<file path="src/rtl/mc_ctrl_fsm.sv">
// Multicycle MIPS main control FSM: sequences PC/IR/memory/regfile/ALU per instruction phase.
// Latency: FETCH and MEMREAD last MEM_WAIT+1 cycles, every other state 1 cycle; Moore outputs.
// Backpressure: none; fixed-latency memory covered by an internal wait counter. Option: MC_CTRL_EXCEPTION_EN.
module mc_ctrl_fsm #(
  parameter int unsigned MEM_WAIT       = 1,
  parameter logic [1:0]  EXC_VECTOR_SEL = 2'b11
) (
  input  logic       clk,
  input  logic       reset,
  input  logic [5:0] Opcode,
  input  logic       Break,
  input  logic       Zero,
  input  logic       Overflow,
  output logic       PCWrite,
  output logic       IorD,
  output logic       MemRead,
  output logic       MemWrite,
  output logic       IRWrite,
  output logic       RegDst,
  output logic       MemtoReg,
  output logic       RegWrite,
  output logic       ALUSrcA,
  output logic [1:0] ALUSrcB,
  output logic [2:0] ALUOp,
  output logic [1:0] PCSource,
  output logic       EPCWrite,
  output logic       Halted,
  output logic [3:0] State
);

  typedef enum logic [3:0] {
    S_FETCH    = 4'd0,  S_DECODE   = 4'd1,  S_MEMADDR  = 4'd2,  S_MEMREAD = 4'd3,
    S_MEMWB    = 4'd4,  S_MEMWRITE = 4'd5,  S_RTYPE_EX = 4'd6,  S_RTYPE_WB = 4'd7,
    S_ADDI_EX  = 4'd8,  S_ADDI_WB  = 4'd9,  S_BRANCH   = 4'd10, S_JUMP    = 4'd11,
    S_HALT     = 4'd12, S_EXC      = 4'd13
  } state_t;

  localparam logic [5:0] OP_RTYPE = 6'h00;
  localparam logic [5:0] OP_LW    = 6'h23;
  localparam logic [5:0] OP_SW    = 6'h2b;
  localparam logic [5:0] OP_ADDI  = 6'h08;
  localparam logic [5:0] OP_BEQ   = 6'h04;
  localparam logic [5:0] OP_BNE   = 6'h05;
  localparam logic [5:0] OP_J     = 6'h02;
  localparam logic [2:0] WAIT_LAST = 3'(MEM_WAIT);

  state_t     state_q, state_d;
  logic [2:0] cnt_q, cnt_d;
  logic       last_cycle;
  logic       pcw_raw, mr_raw, mw_raw, irw_raw, rw_raw, epc_raw, halt_raw;

  assign last_cycle = (cnt_q == WAIT_LAST);
  assign State      = state_q;

  // Enables and strobes are suppressed while reset is held so nothing half-finished commits.
  assign PCWrite  = pcw_raw  & ~reset;
  assign MemRead  = mr_raw   & ~reset;
  assign MemWrite = mw_raw   & ~reset;
  assign IRWrite  = irw_raw  & ~reset;
  assign RegWrite = rw_raw   & ~reset;
  assign EPCWrite = epc_raw  & ~reset;
  assign Halted   = halt_raw & ~reset;

`ifndef MC_CTRL_EXCEPTION_EN
  // Overflow and the exception vector select only matter when exceptions are built in.
  logic unused_exc;
  assign unused_exc = Overflow ^ (^EXC_VECTOR_SEL);
`endif

  // State register and memory wait counter.
  always_ff @(posedge clk) begin
    if (reset) begin
      state_q <= S_FETCH;
      cnt_q   <= '0;
    end else begin
      state_q <= state_d;
      cnt_q   <= cnt_d;
    end
  end

  // Next-state selection; the counter restarts on every state change and only runs in read states.
  always_comb begin
    state_d = state_q;
    unique case (state_q)
      S_FETCH:    state_d = last_cycle ? S_DECODE : S_FETCH;
      S_DECODE: begin
        case (Opcode)
          OP_RTYPE:      state_d = S_RTYPE_EX;
          OP_LW, OP_SW:  state_d = S_MEMADDR;
          OP_ADDI:       state_d = S_ADDI_EX;
          OP_BEQ, OP_BNE: state_d = S_BRANCH;
          OP_J:          state_d = S_JUMP;
`ifdef MC_CTRL_EXCEPTION_EN
          default:       state_d = S_EXC;
`else
          default:       state_d = S_FETCH;
`endif
        endcase
      end
      S_MEMADDR:  state_d = (Opcode == OP_LW) ? S_MEMREAD : ((Opcode == OP_SW) ? S_MEMWRITE : S_FETCH);
      S_MEMREAD:  state_d = last_cycle ? S_MEMWB : S_MEMREAD;
      S_RTYPE_EX: begin
        if (Break)         state_d = S_HALT;
`ifdef MC_CTRL_EXCEPTION_EN
        else if (Overflow) state_d = S_EXC;
`endif
        else               state_d = S_RTYPE_WB;
      end
      S_ADDI_EX:  state_d = S_ADDI_WB;
      S_HALT:     state_d = S_HALT;
      default:    state_d = S_FETCH;
    endcase
    cnt_d = '0;
    if ((state_d == state_q) && ((state_q == S_FETCH) || (state_q == S_MEMREAD)))
      cnt_d = cnt_q + 3'd1;
  end

  // Moore output decode from the registered state (branch PCWrite also looks at Zero/Opcode).
  always_comb begin
    pcw_raw  = 1'b0; mr_raw   = 1'b0; mw_raw  = 1'b0; irw_raw = 1'b0;
    rw_raw   = 1'b0; epc_raw  = 1'b0; halt_raw = 1'b0;
    IorD     = 1'b0; RegDst   = 1'b0; MemtoReg = 1'b0; ALUSrcA = 1'b0;
    ALUSrcB  = 2'b00; ALUOp   = 3'b000; PCSource = 2'b00;
    unique case (state_q)
      S_FETCH: begin
        mr_raw = 1'b1;
        if (last_cycle) begin
          irw_raw = 1'b1;
          ALUSrcB = 2'b01;
          pcw_raw = 1'b1;
        end
      end
      S_DECODE:   ALUSrcB = 2'b11;
      S_MEMADDR:  begin ALUSrcA = 1'b1; ALUSrcB = 2'b10; end
      S_MEMREAD:  begin mr_raw = 1'b1; IorD = 1'b1; end
      S_MEMWB:    begin MemtoReg = 1'b1; rw_raw = 1'b1; end
      S_MEMWRITE: begin IorD = 1'b1; mw_raw = 1'b1; end
      S_RTYPE_EX: begin ALUSrcA = 1'b1; ALUOp = 3'b010; end
      S_RTYPE_WB: begin RegDst = 1'b1; rw_raw = 1'b1; end
      S_ADDI_EX:  begin ALUSrcA = 1'b1; ALUSrcB = 2'b10; end
      S_ADDI_WB:  rw_raw = 1'b1;
      S_BRANCH: begin
        ALUSrcA  = 1'b1;
        ALUOp    = 3'b001;
        PCSource = 2'b01;
        pcw_raw  = ((Opcode == OP_BEQ) && Zero) || ((Opcode == OP_BNE) && !Zero);
      end
      S_JUMP:     begin PCSource = 2'b10; pcw_raw = 1'b1; end
      S_HALT:     halt_raw = 1'b1;
`ifdef MC_CTRL_EXCEPTION_EN
      S_EXC:      begin epc_raw = 1'b1; PCSource = EXC_VECTOR_SEL; pcw_raw = 1'b1; end
`endif
      default: ;
    endcase
  end

endmodule
</file>
<file path="config.mk">
export PLATFORM = sky130hd
export DESIGN_NAME = mc_ctrl_fsm
export DESIGN_NICKNAME = d
export VERILOG_FILES = /design/src/rtl/mc_ctrl_fsm.sv
export SDC_FILE = /design/constraint.sdc
export NUM_CORES = 1
export LEC_CHECK = 0
export ABC_AREA = 1
export BUFFER_PORTS_ARGS = -buffer_cell sky130_fd_sc_hd__buf_2
export CAP_MARGIN = 10
export CORE_UTILIZATION = 41
export CTS_CLUSTER_DIAMETER = 80
export DETAILED_ROUTE_END_ITERATION = 8
export PLACE_DENSITY = 0.84
export SLEW_MARGIN = 10
export SYNTH_ARGS = -nofsm -noshare
export SYNTH_HDL_FRONTEND = slang
export SYNTH_SLANG_ARGS = --single-unit
</file>
<file path="constraint.sdc">
create_clock -name clk -period 1.2 [get_ports clk]
set_input_delay 0.12 -clock clk [delete_from_list [all_inputs] [get_ports clk]]
set_output_delay 0.12 -clock clk [all_outputs]
set_load 0.05 [all_outputs]
</file>
==> flow_summary.yaml, run 1 <==
floorplanning:
  die_w_um: 43.5
  fp.dieH_um: 43.5
  rows: 14
  io-pin-count: 33
  initial_core_util_pct: 45.2
yosys:
  yosys.area_share.xor_xnor_pct: 2.49
  synth_edf_count: 0
  avgSynthCellArea_um2: 5.82
  synth-simple-area-share_pct: 49.0
  synth_top_area_share_pct: 19.9
  synthDistinctLibCells: 26
  synthAdderAreaFrac_pct: 3.55
  synthCells: 121
  ys.flop_type: "dfxtp_1"
  synth_compound_area_share_pct: 7.99
  synth-seq-area-share_pct: 19.9
  synthMuxAreaShare_pct: 0
  synth.top_cells.by_area: "dfxtp_1 (20%), nand2_1 (13%), inv_1 (11%)"
  synth_top_family_by_area: "simple AND/OR/NAND/NOR gates"
  synth_area_um2: 704
  synth_seq_cells: 7
  yosysTopAreaCell: "dfxtp_1"
  async_reset_ff_share_pct: 0
  yosys_warnings: 0
clock_network:
  cts.repair.resized: 77
  cts_buffers: 3
  cts.sinks: 7
  cts_root_buf: "clkbuf_4"
  htreeDepth: 1
  cts_hold_buffers: 0
  cts_setup_buffers: 6
  cts_max_path_buffers: 2
place:
  gp_congestion: 0.941
  dp.cells: 186
  portBuffers: 29
  preCtsSetupSlack_ps: -257
  post-dp-hpwl_mm: 1.88
status:
  status: "stopped before the end"
  stop_stage: "clock tree synthesis"
  stop_error: "[ERROR DPL-0033] detailed placement checks failed during check placement."
==> stage by stage <==
step	TNS, ps	hold WS (ps)	area (um^2)	util, %
3_5_place_dp	-2520	435	1160	74.2
3_3_place_gp	-1780	417	1160	74.2
2_1_floorplan	-3100	279	832	-
==> kinds of logic after synthesis <==
logic type | Yosys count
xor gates and xnor gates | 2
and+or+nand+nor | 73
DFF | 7
adders and majority gates | 2
other | 1
buffers and inverters | 28
AOI/OAI and AO/OA | 8
==> Yosys cell counts, types with 2 or more instances <==
| cell type | number |
|---|---|
| nand2_1 | 24 |
| inv_1 | 21 |
| nor2_1 | 17 |
| nand3_1 | 11 |
| nor2_2 | 8 |
| dfxtp_1 | 7 |
| nand2_2 | 5 |
| buf_4 | 3 |
| nor3_1 | 3 |
| a21oi_1 | 2 |
| a31oi_1 | 2 |
| ha_1 | 2 |
| inv_2 | 2 |
| nand3_2 | 2 |
==> inputs of run 2 (changes only) <==
CORE_AREA = 2 2 63 65   (was unset)
CORE_UTILIZATION = unset   (was 41)
CTS_CLUSTER_DIAMETER = unset   (was 80)
DIE_AREA = 0 0 65 67   (was unset)
PLACE_DENSITY = unset   (was 0.84)
PLACE_DENSITY_LB_ADDON = 0.15   (was unset)
clock period = 1.6 ns   (was 1.2 ns; I/O delays follow)
==> flow_summary.yaml, run 2 <==
status:
  status: "finished, final reports clean"
floorplanning:
  die_w_um: 65
  io-pin-count: 33
  core_area_um2: 3610
  die_area_um2: 4360
  initial_core_util_pct: 19.5
  fp.dieH_um: 67
  rows: 22
drt:
  drcViolationCount: 0
  dr.pass1.iters: 4
  wl_per_cell_um: 10.2
  drt_iter0_markers: 33
  antenna_left: 0
  finalWirelength_mm: 2.07
  vias_per_cell: 4.15
  vias: 839
critical_path:
  r2r-end: "cnt_q[2]"
  r2r_cells: 11
  worst_path_max_delay_cell: "dfxtp_4"
  cp_cell_sequence: "inv_2, nor2_4, inv_2, nor2_4, nand3b_1, a31oi_4, buf_6"
  crit_required_ps: 1440
  slowest_delay_ps: 390
  critPathCaptureType: "output pin"
  arrival_ps: 1410
  critPathKind: "reg2out"
  r2r_slack_ps: 160
  worstPathMaxFanout: 5
  start_kind: "flip-flop"
  r2r_start: "cnt_q[0]"
  timing.critical_path.buf_inv: 3
  critPathTopFamily: "flip-flops"
global_route:
  grt.overflow.total: 0
  grt_max_degree: 9
  grt_pass1_vias: 777
  grt_pass1_wl_mm: 3.25
  antenna_found_initial: 0
  grt_util_all_layers_pct: 9.58
finish:
  drive_gt1_share_pct: 48.7
  areaGrowthSynthToFinish_pct: 54.7
  fin_nets: 168
  post-route-util_pct: 30.2
  diodes: 0
  layout_common_cells: "buf_2 (23), nand2_1 (22), inv_1 (18)"
  final_common_cell: "buf_2"
  largest_register_ffs: 4
  design_area_um2: 1090
clock_network:
  cts_tree: "built"
  htreeDepth: 1
  clk_latency_ps: 230
  cts.sinks: 7
  cts_buffers: 3
  cts_max_path_buffers: 2
  clk_pin_slew_ps: 40
  cts_root_buf: "clkbuf_8"
  cts_hold_buffers: 0
yosys:
  synthDistinctLibCells: 26
  synthCells: 121
  synth_top_cells_by_count: "nand2_1 (24), inv_1 (21), nor2_1 (17)"
  synth_seq_cells: 7
  avgSynthCellArea_um2: 5.82
  yosys.cell_count.top_type: "nand2_1"
  async_reset_ff_share_pct: 0
  synth-seq-area-share_pct: 19.9
  yosysTopAreaCell: "dfxtp_1"
  synth_edf_count: 0
  ys.flop_type: "dfxtp_1"
  synth_area_um2: 704
  synth_top_area_share_pct: 19.9
  synth.top_cells.by_area: "dfxtp_1 (20%), nand2_1 (13%), inv_1 (11%)"
  yosys_warnings: 0
sta:
  max_freq_ghz: 0.635
  hold_ws_ps: 218
  post-route-period-util_pct: 98.4
  layout_min_cycle_time_ps: 1570
  setup_violations: 0
  drv_slew: 0
  clock_skew_ps: 4.35
  grt_setup_unrepaired: "yes"
  fin_ws_ps: 25.6
  timing.final.hold_violations: 0
place:
  gp_congestion: 0.765
  preCtsSetupSlack_ps: 93.0
  post-dp-hpwl_mm: 1.70
  portBuffers: 29
  place_area_um2: 962
hold_path:
  min_path_cells: 3
  hold_class: "in2reg"
  hold_start: "Break"
  min_to: "State[3]"
power_and_ir_drop:
  power_leakage_nw: 0.561
  p_total_mw: 1.17
  p_per_area_nw_per_um2: 1080
  peakVddDrop_uv: 661
run:
  drv_cap: 0
[run 2: tightest hold or removal path, stage by stage]
cell,delay [ps]
buf_2,100
nand2_1,60
a31oi_1,80
[run 2: kinds of logic after synthesis]
family / Yosys count / share of synthesized area [%]
adder cells (fa/ha/maj): 2 / 3.55
flip-flops: 7 / 19.9
AO/OA/AOI/OAI: 8 / 7.99
XOR/XNOR: 2 / 2.49
buffers and inverters: 28 / 16.5
AND/OR/NAND/NOR: 73 / 49.0
other: 1 / 0.532
[run 2: worst max-delay path by stage]
stage / start / end / slack, ps / cells past startpoint
finish: State[1] / PCWrite / 30 / 7
global route: State[1] / PCWrite / -50 / 7
CTS: cnt_q[0] / PCWrite / -7 / 6
detailed placement: State[1] / PCWrite / 90 / 7
global placement: State[1] / PCWrite / 110 / 7
floorplan: State[1] / PCWrite / -160 / 6
[run 2: cell type report]
type                            count  area, um^2
Clock buffer                        4        45.0
Tap cell                           48        60.1
Fill cell                         397        2520
Sequential cell                     7         156
Timing Repair Buffer               32         190
Multi-Input combinational cell     87         544
Inverter                           24        93.8
[run 2: per-stage QoR]
step	setup TNS, ps	instances
after floorplan	-376	122
after global placement	0	196
after detailed placement	0	196
after CTS	-8.99	201
after global routing	-54.3	202
final	0	202
[run 2: per-layer routing]
metal	vias up	global-route usage [%]	share of wire, %
li1	432	-	-
met1	382	11.0	46
met2	22	16.9	47
met3	3	3.38	6.5
met4	0	2.39	0.63
met5	-	0	0
[run 2: report_power, final]
part           switching, mW  total, mW  internal [mW]
Clock                 0.0828      0.256          0.173
Combinational          0.453      0.662          0.210
Sequential            0.0422      0.255          0.213
Total                  0.578       1.17          0.595
[run 2: timing repair]
action                     CTS  global route
pin swaps                    3             1
setup endpoints to repair    5            12
buffers inserted             1             1
gates resized for setup      8            14
gates cloned                 0             0
No activity file was read; power rests on OpenSTA's default activity.
